[src/rtl/sigma_delta_capture_ctrl.sv]
// Capture sequencer for sigma_delta_adc: settle, fixed-length burst into a FIFO, valid/ready stream out.
// Define ADC_PEAK_EN to track min/max of stored samples; otherwise peak_min/peak_max read 0.
module sigma_delta_capture_ctrl #(
  parameter int unsigned ADC_WDTH       = 20,
  parameter int unsigned SETTLE_SAMPLES = 4,
  parameter int unsigned CAPTURE_LEN    = 256,
  parameter int unsigned FIFO_DEPTH     = 16,
  parameter int unsigned CNT_WDTH       = 16
) (
  input  logic                clk,
  input  logic                rst,
  input  logic                start,
  input  logic                abort,
  output logic                adc_en,
  input  logic [ADC_WDTH-1:0] adc_output,
  input  logic                adc_valid,
  output logic [ADC_WDTH-1:0] cap_data,
  output logic                cap_valid,
  input  logic                cap_ready,
  output logic                busy,
  output logic                done,
  output logic                overflow,
  output logic [CNT_WDTH-1:0] cap_count,
  output logic [ADC_WDTH-1:0] peak_min,
  output logic [ADC_WDTH-1:0] peak_max
);

  localparam int unsigned PTR_W = $clog2(FIFO_DEPTH);
  localparam int unsigned OCC_W = PTR_W + 1;

  typedef enum logic [1:0] {IDLE, SETTLE, CAPTURE, DRAIN} state_t;

  state_t              state, state_nxt;
  logic [CNT_WDTH-1:0] settle_cnt, settle_cnt_nxt;
  logic [CNT_WDTH-1:0] cap_count_nxt;
  logic                overflow_nxt, done_nxt;
  logic                wr_en, rd_en, flush;
  logic [PTR_W-1:0]    wr_ptr, rd_ptr, wr_ptr_nxt, rd_ptr_nxt;
  logic [OCC_W-1:0]    occ, occ_nxt;
  logic [ADC_WDTH-1:0] mem [FIFO_DEPTH];
  logic [ADC_WDTH-1:0] head_nxt;

  // Sequencing, capture accounting and FIFO pointer updates
  always_comb begin
    state_nxt      = state;
    settle_cnt_nxt = settle_cnt;
    cap_count_nxt  = cap_count;
    overflow_nxt   = overflow;
    done_nxt       = 1'b0;
    wr_en          = 1'b0;
    flush          = 1'b0;
    rd_en          = cap_valid && cap_ready && (state != IDLE);

    case (state)
      IDLE: begin
        if (start && !abort) begin
          flush          = 1'b1;
          settle_cnt_nxt = '0;
          cap_count_nxt  = '0;
          overflow_nxt   = 1'b0;
          state_nxt      = (SETTLE_SAMPLES == 0) ? CAPTURE : SETTLE;
        end
      end
      SETTLE: begin
        if (adc_valid) begin
          settle_cnt_nxt = settle_cnt + CNT_WDTH'(1);
          if (settle_cnt == CNT_WDTH'(SETTLE_SAMPLES - 1)) state_nxt = CAPTURE;
        end
      end
      CAPTURE: begin
        if (adc_valid) begin
          cap_count_nxt = cap_count + CNT_WDTH'(1);
          // Occupancy is judged before this cycle's pop
          if (occ < OCC_W'(FIFO_DEPTH)) wr_en = 1'b1;
          else                          overflow_nxt = 1'b1;
          if (cap_count == CNT_WDTH'(CAPTURE_LEN - 1)) state_nxt = DRAIN;
        end
      end
      DRAIN: begin
        if (occ == '0) begin
          state_nxt = IDLE;
          done_nxt  = 1'b1;
        end
      end
      default: state_nxt = IDLE;
    endcase

    // Abort overrides everything in a busy state; counters and overflow hold
    if (abort && (state != IDLE)) begin
      state_nxt     = IDLE;
      flush         = 1'b1;
      wr_en         = 1'b0;
      rd_en         = 1'b0;
      done_nxt      = 1'b0;
      cap_count_nxt = cap_count;
      overflow_nxt  = overflow;
    end

    wr_ptr_nxt = wr_ptr;
    rd_ptr_nxt = rd_ptr;
    occ_nxt    = occ;
    if (flush) begin
      wr_ptr_nxt = '0;
      rd_ptr_nxt = '0;
      occ_nxt    = '0;
    end else begin
      if (wr_en) wr_ptr_nxt = wr_ptr + PTR_W'(1);
      if (rd_en) rd_ptr_nxt = rd_ptr + PTR_W'(1);
      occ_nxt = occ + OCC_W'(wr_en) - OCC_W'(rd_en);
    end

    // Next head: bypass the incoming sample when it becomes the head entry
    head_nxt = '0;
    if (occ_nxt != '0) begin
      if (wr_en && (wr_ptr == rd_ptr_nxt)) head_nxt = adc_output;
      else                                 head_nxt = mem[rd_ptr_nxt];
    end
  end

  always_ff @(posedge clk) begin
    if (rst) begin
      state      <= IDLE;
      settle_cnt <= '0;
      cap_count  <= '0;
      overflow   <= 1'b0;
      done       <= 1'b0;
      adc_en     <= 1'b0;
      busy       <= 1'b0;
      wr_ptr     <= '0;
      rd_ptr     <= '0;
      occ        <= '0;
      cap_valid  <= 1'b0;
      cap_data   <= '0;
    end else begin
      state      <= state_nxt;
      settle_cnt <= settle_cnt_nxt;
      cap_count  <= cap_count_nxt;
      overflow   <= overflow_nxt;
      done       <= done_nxt;
      adc_en     <= (state_nxt == SETTLE) || (state_nxt == CAPTURE);
      busy       <= (state_nxt != IDLE);
      wr_ptr     <= wr_ptr_nxt;
      rd_ptr     <= rd_ptr_nxt;
      occ        <= occ_nxt;
      cap_valid  <= (occ_nxt != '0);
      cap_data   <= head_nxt;
    end
  end

  always_ff @(posedge clk) begin
    if (wr_en) mem[wr_ptr] <= adc_output;
  end

`ifdef ADC_PEAK_EN
  // Running min/max of samples written to the FIFO during CAPTURE
  always_ff @(posedge clk) begin
    if (rst) begin
      peak_min <= '1;
      peak_max <= '0;
    end else if ((state == IDLE) && start && !abort) begin
      peak_min <= '1;
      peak_max <= '0;
    end else if (wr_en) begin
      if (adc_output < peak_min) peak_min <= adc_output;
      if (adc_output > peak_max) peak_max <= adc_output;
    end
  end
`else
  assign peak_min = '0;
  assign peak_max = '0;
`endif

endmodule
[config.mk]
export PLATFORM = sky130hd
export DESIGN_NAME = sigma_delta_capture_ctrl
export DESIGN_NICKNAME = d
export VERILOG_FILES = /design/src/rtl/sigma_delta_capture_ctrl.sv
export SDC_FILE = /design/constraint.sdc
export NUM_CORES = 1
export LEC_CHECK = 0
export ABC_CLOCK_PERIOD_IN_PS = 7200
export CORE_UTILIZATION = 50
export CTS_BUF_LIST = sky130_fd_sc_hd__clkbuf_2
export CTS_CLUSTER_DIAMETER = 150
export DETAILED_ROUTE_END_ITERATION = 10
export GPL_TIMING_DRIVEN = 0
export PLACE_DENSITY = 0.7
export SYNTH_ARGS = -nofsm -noshare
export SYNTH_HDL_FRONTEND = slang
export SYNTH_SLANG_ARGS = --single-unit
[constraint.sdc]
create_clock -name clk -period 7.2 [get_ports clk]
set_input_delay 1.44 -clock clk [delete_from_list [all_inputs] [get_ports clk]]
set_output_delay 1.44 -clock clk [all_outputs]
set_load 0.02 [all_outputs]
# Word-level counts from Yosys, hierarchy flattened
# Memories as Yosys holds them, arrays and structs flattened. A register that Yosys moved wholly into a read port is not among the register bits.
# Index checks and enable logic that the tools add are counted.
# op_classes
addsub	6
mul	0
div_mod_pow	0
order_cmp	1
eq_ne	11
n_shift	0
n_mux	31
bitwise_logic	3
reduce_logical	19
# ops
operator	n
16-bit one-hot mux with 2 select lines	2
16-bit 2-to-1 mux	3
16-bit by 1-bit adder with 16-bit output, second input constant	2
16-bit by 2-bit equality test with 1-bit output, second input constant	1
16-bit by 8-bit equality test with 1-bit output, second input constant	1
1-bit 2-to-1 mux	14
2-bit 2-to-1 mux	7
4-bit by 1-bit adder with 4-bit output, second input constant	2
4-bit 2-to-1 mux	2
2-bit != test, second input constant	4
2-bit one-hot mux with 4 select lines	1
2-bit nonzero test	4
2-bit equality test, second input constant	3
5-bit by 1-bit adder with 5-bit output	1
5-bit logical NOT	1
5-bit less-than comparator, second input constant	1
5-bit 2-to-1 mux	1
5-bit AND reduction	1
5-bit nonzero test	1
5-bit by 1-bit subtractor with 5-bit output	1
2-bit by 1-bit equality test with 1-bit output, second input constant	2
1-bit logical AND	4
4-bit AND reduction	1
2-bit OR reduction	2
other kinds (7)	9
# word_totals
ff_bits	52
latchBits	0
ramBits	320
romBits	0
inputBits	26
output_inout_bits	81
wordCells	83
memories	1
# memory_table
memory	words	width	read_ports	rd_ports_with_merged_regs	wr	line_no	rtl
mem	16	20	1	1	1	40	logic [ADC_WDTH-1:0] mem [FIFO_DEPTH];

# Depth between registers and ports, before layout
# logic_depth
ltp_word	11
mapped_depth	17
ltp_nobuf	14

# Worst setup path after synthesis
# No wires, ideal clock.
# synth_timing
path_kind	in2reg
start	input abort
end	register cap_data[10], read port of mem
setup_ns	0.117
arrival_ns	4.173
required_ns	7.083
slack_ns	2.910
path_stages	17
path_buffers	4
cell_sequence	buf_2 > o21bai_1 > buf_2 > buf_1 > or3_1 > nand2_1 > ha_1 > inv_1 > fa_1 > inv_1 > a21oi_1 > o21bai_1 > xnor2_1 > a31oi_1 > a21boi_1 > buf_2 > a32o_1
# synth_between
elab_chain_len	9
elab_cells_between_ends	16
classes_between	add/sub: 2; mux: 8; bitwise: 1; reduce/logical: 5
# synth_lines
element	line_no	rtl
start, declared	13	input logic abort,
parallel branches: the longest is 9 deep, another holds 5-bit by 1-bit adder with 5-bit output	-	
end, declared	17	output logic [ADC_WDTH-1:0] cap_data,
# Several ways; the timed one is not identified.
# A chain may end at the register's enable or synchronous reset.

# Worst setup path in the final report
# Same ends and word-level chain as after synthesis.

==> impl_metrics.tcl <==
set metrics [dict create \
    fin_ws_ns 2.428 \
    critPathArrivalTime_ns 5.66 \
    maxCapViolCount 0 \
    io_pins 107 \
    grt_pass1_wl_um 70640 \
    max_freq_ghz 0.2095 \
    die_h_um 188.8 \
    finalHoldViolations 0 \
    comb_power_share_pct 3.4 \
    worst_path_max_delay_cell "buf_1" \
    worstSetupEndpointType "flip-flop" \
    antenna_found_initial 3 \
    cts.sinks 392 \
    power_frac_clock_pct 35.6 \
    power.static_leakage_uw 0.007158 \
    synth.most_common_cell "edfxtp_1" \
    design_area_mm2 0.02003 \
    p_per_area_mw_per_mm2 200.7 \
    synth_cell_types 63 \
    yosysTopAreaCell "edfxtp_1" \
    post-place-ws_ns 1.549 \
    p_seq_share_pct 61.0 \
    postRouteAntennaNets 0 \
    synth_top_area_share_pct 55.10 \
    cts-resized-gates 0 \
    stdcell_count 2146 \
    rsz0062_at_grt "false" \
    skew_ns 0.08848 \
    area_delta_synth_final_pct 14.87 \
    critical_path.max_fanout 10 \
    cts_buffer_depth 3 \
    syn_area_mm2 0.01744 \
    clock-root-buffer "clkbuf_2" \
    max_stage_delay_ns 0.51 \
    hold_slack_ns 0.4846 \
    drtIter0Drc 1396 \
    required_ns 8.09 \
    placedCellCount 1973 \
    ys.flop_type "edfxtp_1" \
    status "finished clean" \
    setup_violations 0 \
    dpl-instance-area_mm2 0.01918 \
    dieArea_mm2 0.03563 \
    period_needed_ns 4.772 \
    cts_buffers 97 \
    wl_um 45890 \
    worst-path-buf-inv 7 \
    yosysWarningCount 0 \
    critPathLaunchType "input port" \
    ir_worst_vdd_uv 122.8 \
    cts_tree "done" \
    grt_max_degree 19 \
    place_hpwl_um 30960 \
    power.switching_uw 991.3 \
    die_x_um 188.8 \
    clkTransAtPathRegs_ns 0.10 \
    clock_latency_ns 1.03 \
    async_flop_share_pct 0 \
    vias_per_cell 5.912 \
    path_class "input port to flip-flop" \
    grt_pass1_vias 12614 \
    rows 68 \
    portBuffers 65 \
    syn-instance-count 1395 \
    nets 1657 \
    ys_top_cells_by_count "edfxtp_1, nor3_1, a21oi_1, nor4_1, dfxtp_1" \
    cpMostUsedCell "buf_2" \
    crit_family "buffers and inverters" \
    slew_headroom_pct 35.87 \
    ys_seq_area_share_pct 63.36 \
    fin_crit_sh_pct 66.28 \
    wl_per_cell_um 21.38 \
    synth_area_leaders "edfxtp_1, dfxtp_1, nor3_1" \
    cts_setup_buffers 0 \
    grt-ovfl-total 0 \
    drive_above_1_share_pct 16.29 \
    gp_routability_congestion 0.9083 \
    coreArea_mm2 0.03446 \
    num_vias 12687 \
    ys_ff_latch 392 \
    hold_buffers 0 \
    drtPass1Iterations 6 \
    drc 0 \
    internal_power_uw 3029 \
    avgSynthCellArea_um2 12.50 \
    crit_chain "clkdlybuf4s50_1 -> buf_2 -> o21bai_1 -> buf_2 -> buf_1 -> or3_1 -> nand2_1 -> ha_1 -> inv_1 -> fa_1 -> inv_1 -> a21oi_1 -> o21bai_1 -> xnor2_1 -> a31oi_1 -> a21boi_1 -> buf_2 -> a32o_1" \
    drv_slew 0 \
    htree_levels 3 \
    tightest_slew_ns 0.9567 \
    switching_share_pct 24.66 \
    grt.total_usage_pct 26.10 \
    initial_core_util_pct 50.61 \
    hold_class "flip-flop to flip-flop" \
    finalSetupTns_ns 0 \
    fillers 2882 \
    synth-edff-count 320 \
]
-- layout make-up --
class | instances | area (um2) | share of cell area, %
tap | 455 | 569.3 | 2.842
buffer | 151 | 795.8 | 3.972
clock inverter | 38 | 186.4 | 0.9306
inverter | 15 | 56.30 | 0.2810
timing repair buffer | 84 | 973.4 | 4.859
multi-input combinational | 876 | 5734 | 28.62
sequential | 392 | 11050 | 55.16
clock buffer | 132 | 660.6 | 3.298
antenna | 3 | 7.507 | 0.03747
-- stage by stage --
stage | total power (uW) | utilization, %
floorplan | 2571 | -
global placement | 2636 | 54.58
detailed placement | 2639 | 55.66
CTS | 4043 | 58.12
global route | 4177 | 58.14
finish | 4020 | 58.14
-- cell usage in the layout (no fill, tap or decap), types with 7 or more instances in the layout --
cell / Yosys / routed
a21o_1: 21 / 21
a21oi_1: 92 / 92
a222oi_1: 19 / 19
a32o_1: 21 / 21
and3_1: 8 / 8
buf_2: 33 / 33
buf_4: 45 / 48
clkbuf_1: 65 / 65
clkbuf_2: 0 / 132
clkdlybuf4s50_1: 0 / 65
clkinv_1: 0 / 24
clkinv_2: 0 / 11
conb_1: 1 / 40
dfxtp_1: 72 / 72
edfxtp_1: 320 / 320
ha_1: 13 / 13
inv_1: 15 / 15
mux2_1: 53 / 53
mux2_2: 7 / 7
mux2i_1: 44 / 44
nand2_1: 67 / 67
nand2b_1: 9 / 9
nand3_1: 31 / 31
nand4_1: 8 / 8
nor2_1: 61 / 49
nor2_2: 0 / 12
nor3_1: 129 / 125
nor4_1: 85 / 85
o21ai_0: 21 / 21
o31ai_1: 45 / 45
xnor2_1: 21 / 21
xor2_1: 17 / 17
-- worst register-to-register path, delay by kind of cell, from the launching register on --
kind | cells | cell delay [ns]
buf+inv | 6 | 1.40
simple gates | 2 | 0.32
xor+xnor | 1 | 0.14
compound gates | 6 | 1.48
flops | 1 | 0.32
fa+ha+maj | 2 | 0.41
-- power groups by stage --
stage          combinational [uW]  clock [uW]  sequential (uW)
2_1_floorplan                66.0           0             2510
3_3_place_gp                  134           0             2500
3_5_place_dp                  136           0             2500
4_1_cts                       137        1460             2450
5_1_grt                       146        1580             2450
6_report                      138        1430             2450
-- sequential cells by signal (all words and copies together) (netlist names), 2 cells and up --
signal      count
occ             5
settle_cnt     16
mem           320
cap_count      16
state           2
cap_data       20
rd_ptr          4
wr_ptr          4
-- path summary, 6_finish.rpt --
check                start      endpoint  slack [ns]  cells after the start
setup / recovery     abort  cap_data[10]        2.43                     18
hold / removal    overflow      overflow        0.48                      2
setup reg to reg  state[1]  cap_data[10]        3.02                     17
hold reg to reg   overflow      overflow        0.48                      2
-- kinds of logic after synthesis --
logic type | count (synthesis) | share of synthesized area (%)
AND/OR/NAND/NOR | 430 | 12.66
flip-flops | 392 | 63.36
AO/OA/AOI/OAI | 250 | 9.714
buffers and inverters | 166 | 4.886
multiplexers | 104 | 6.399
XOR/XNOR | 38 | 1.908
adder cells (fa/ha/maj) | 14 | 1.047
other | 1 | 0.02150
-- routing by layer --
layer | part of all wire (%) | GRT usage (%) | vias to the layer above
met3 | 7.7 | 4.358 | 152
met4 | 4.6 | 14.67 | 0
met2 | 46 | 40.65 | 670
met1 | 41 | 34.78 | 6058
li1 | - | - | 5807
met5 | 0 | 0 | -
(Power assumes the default switching activity.)
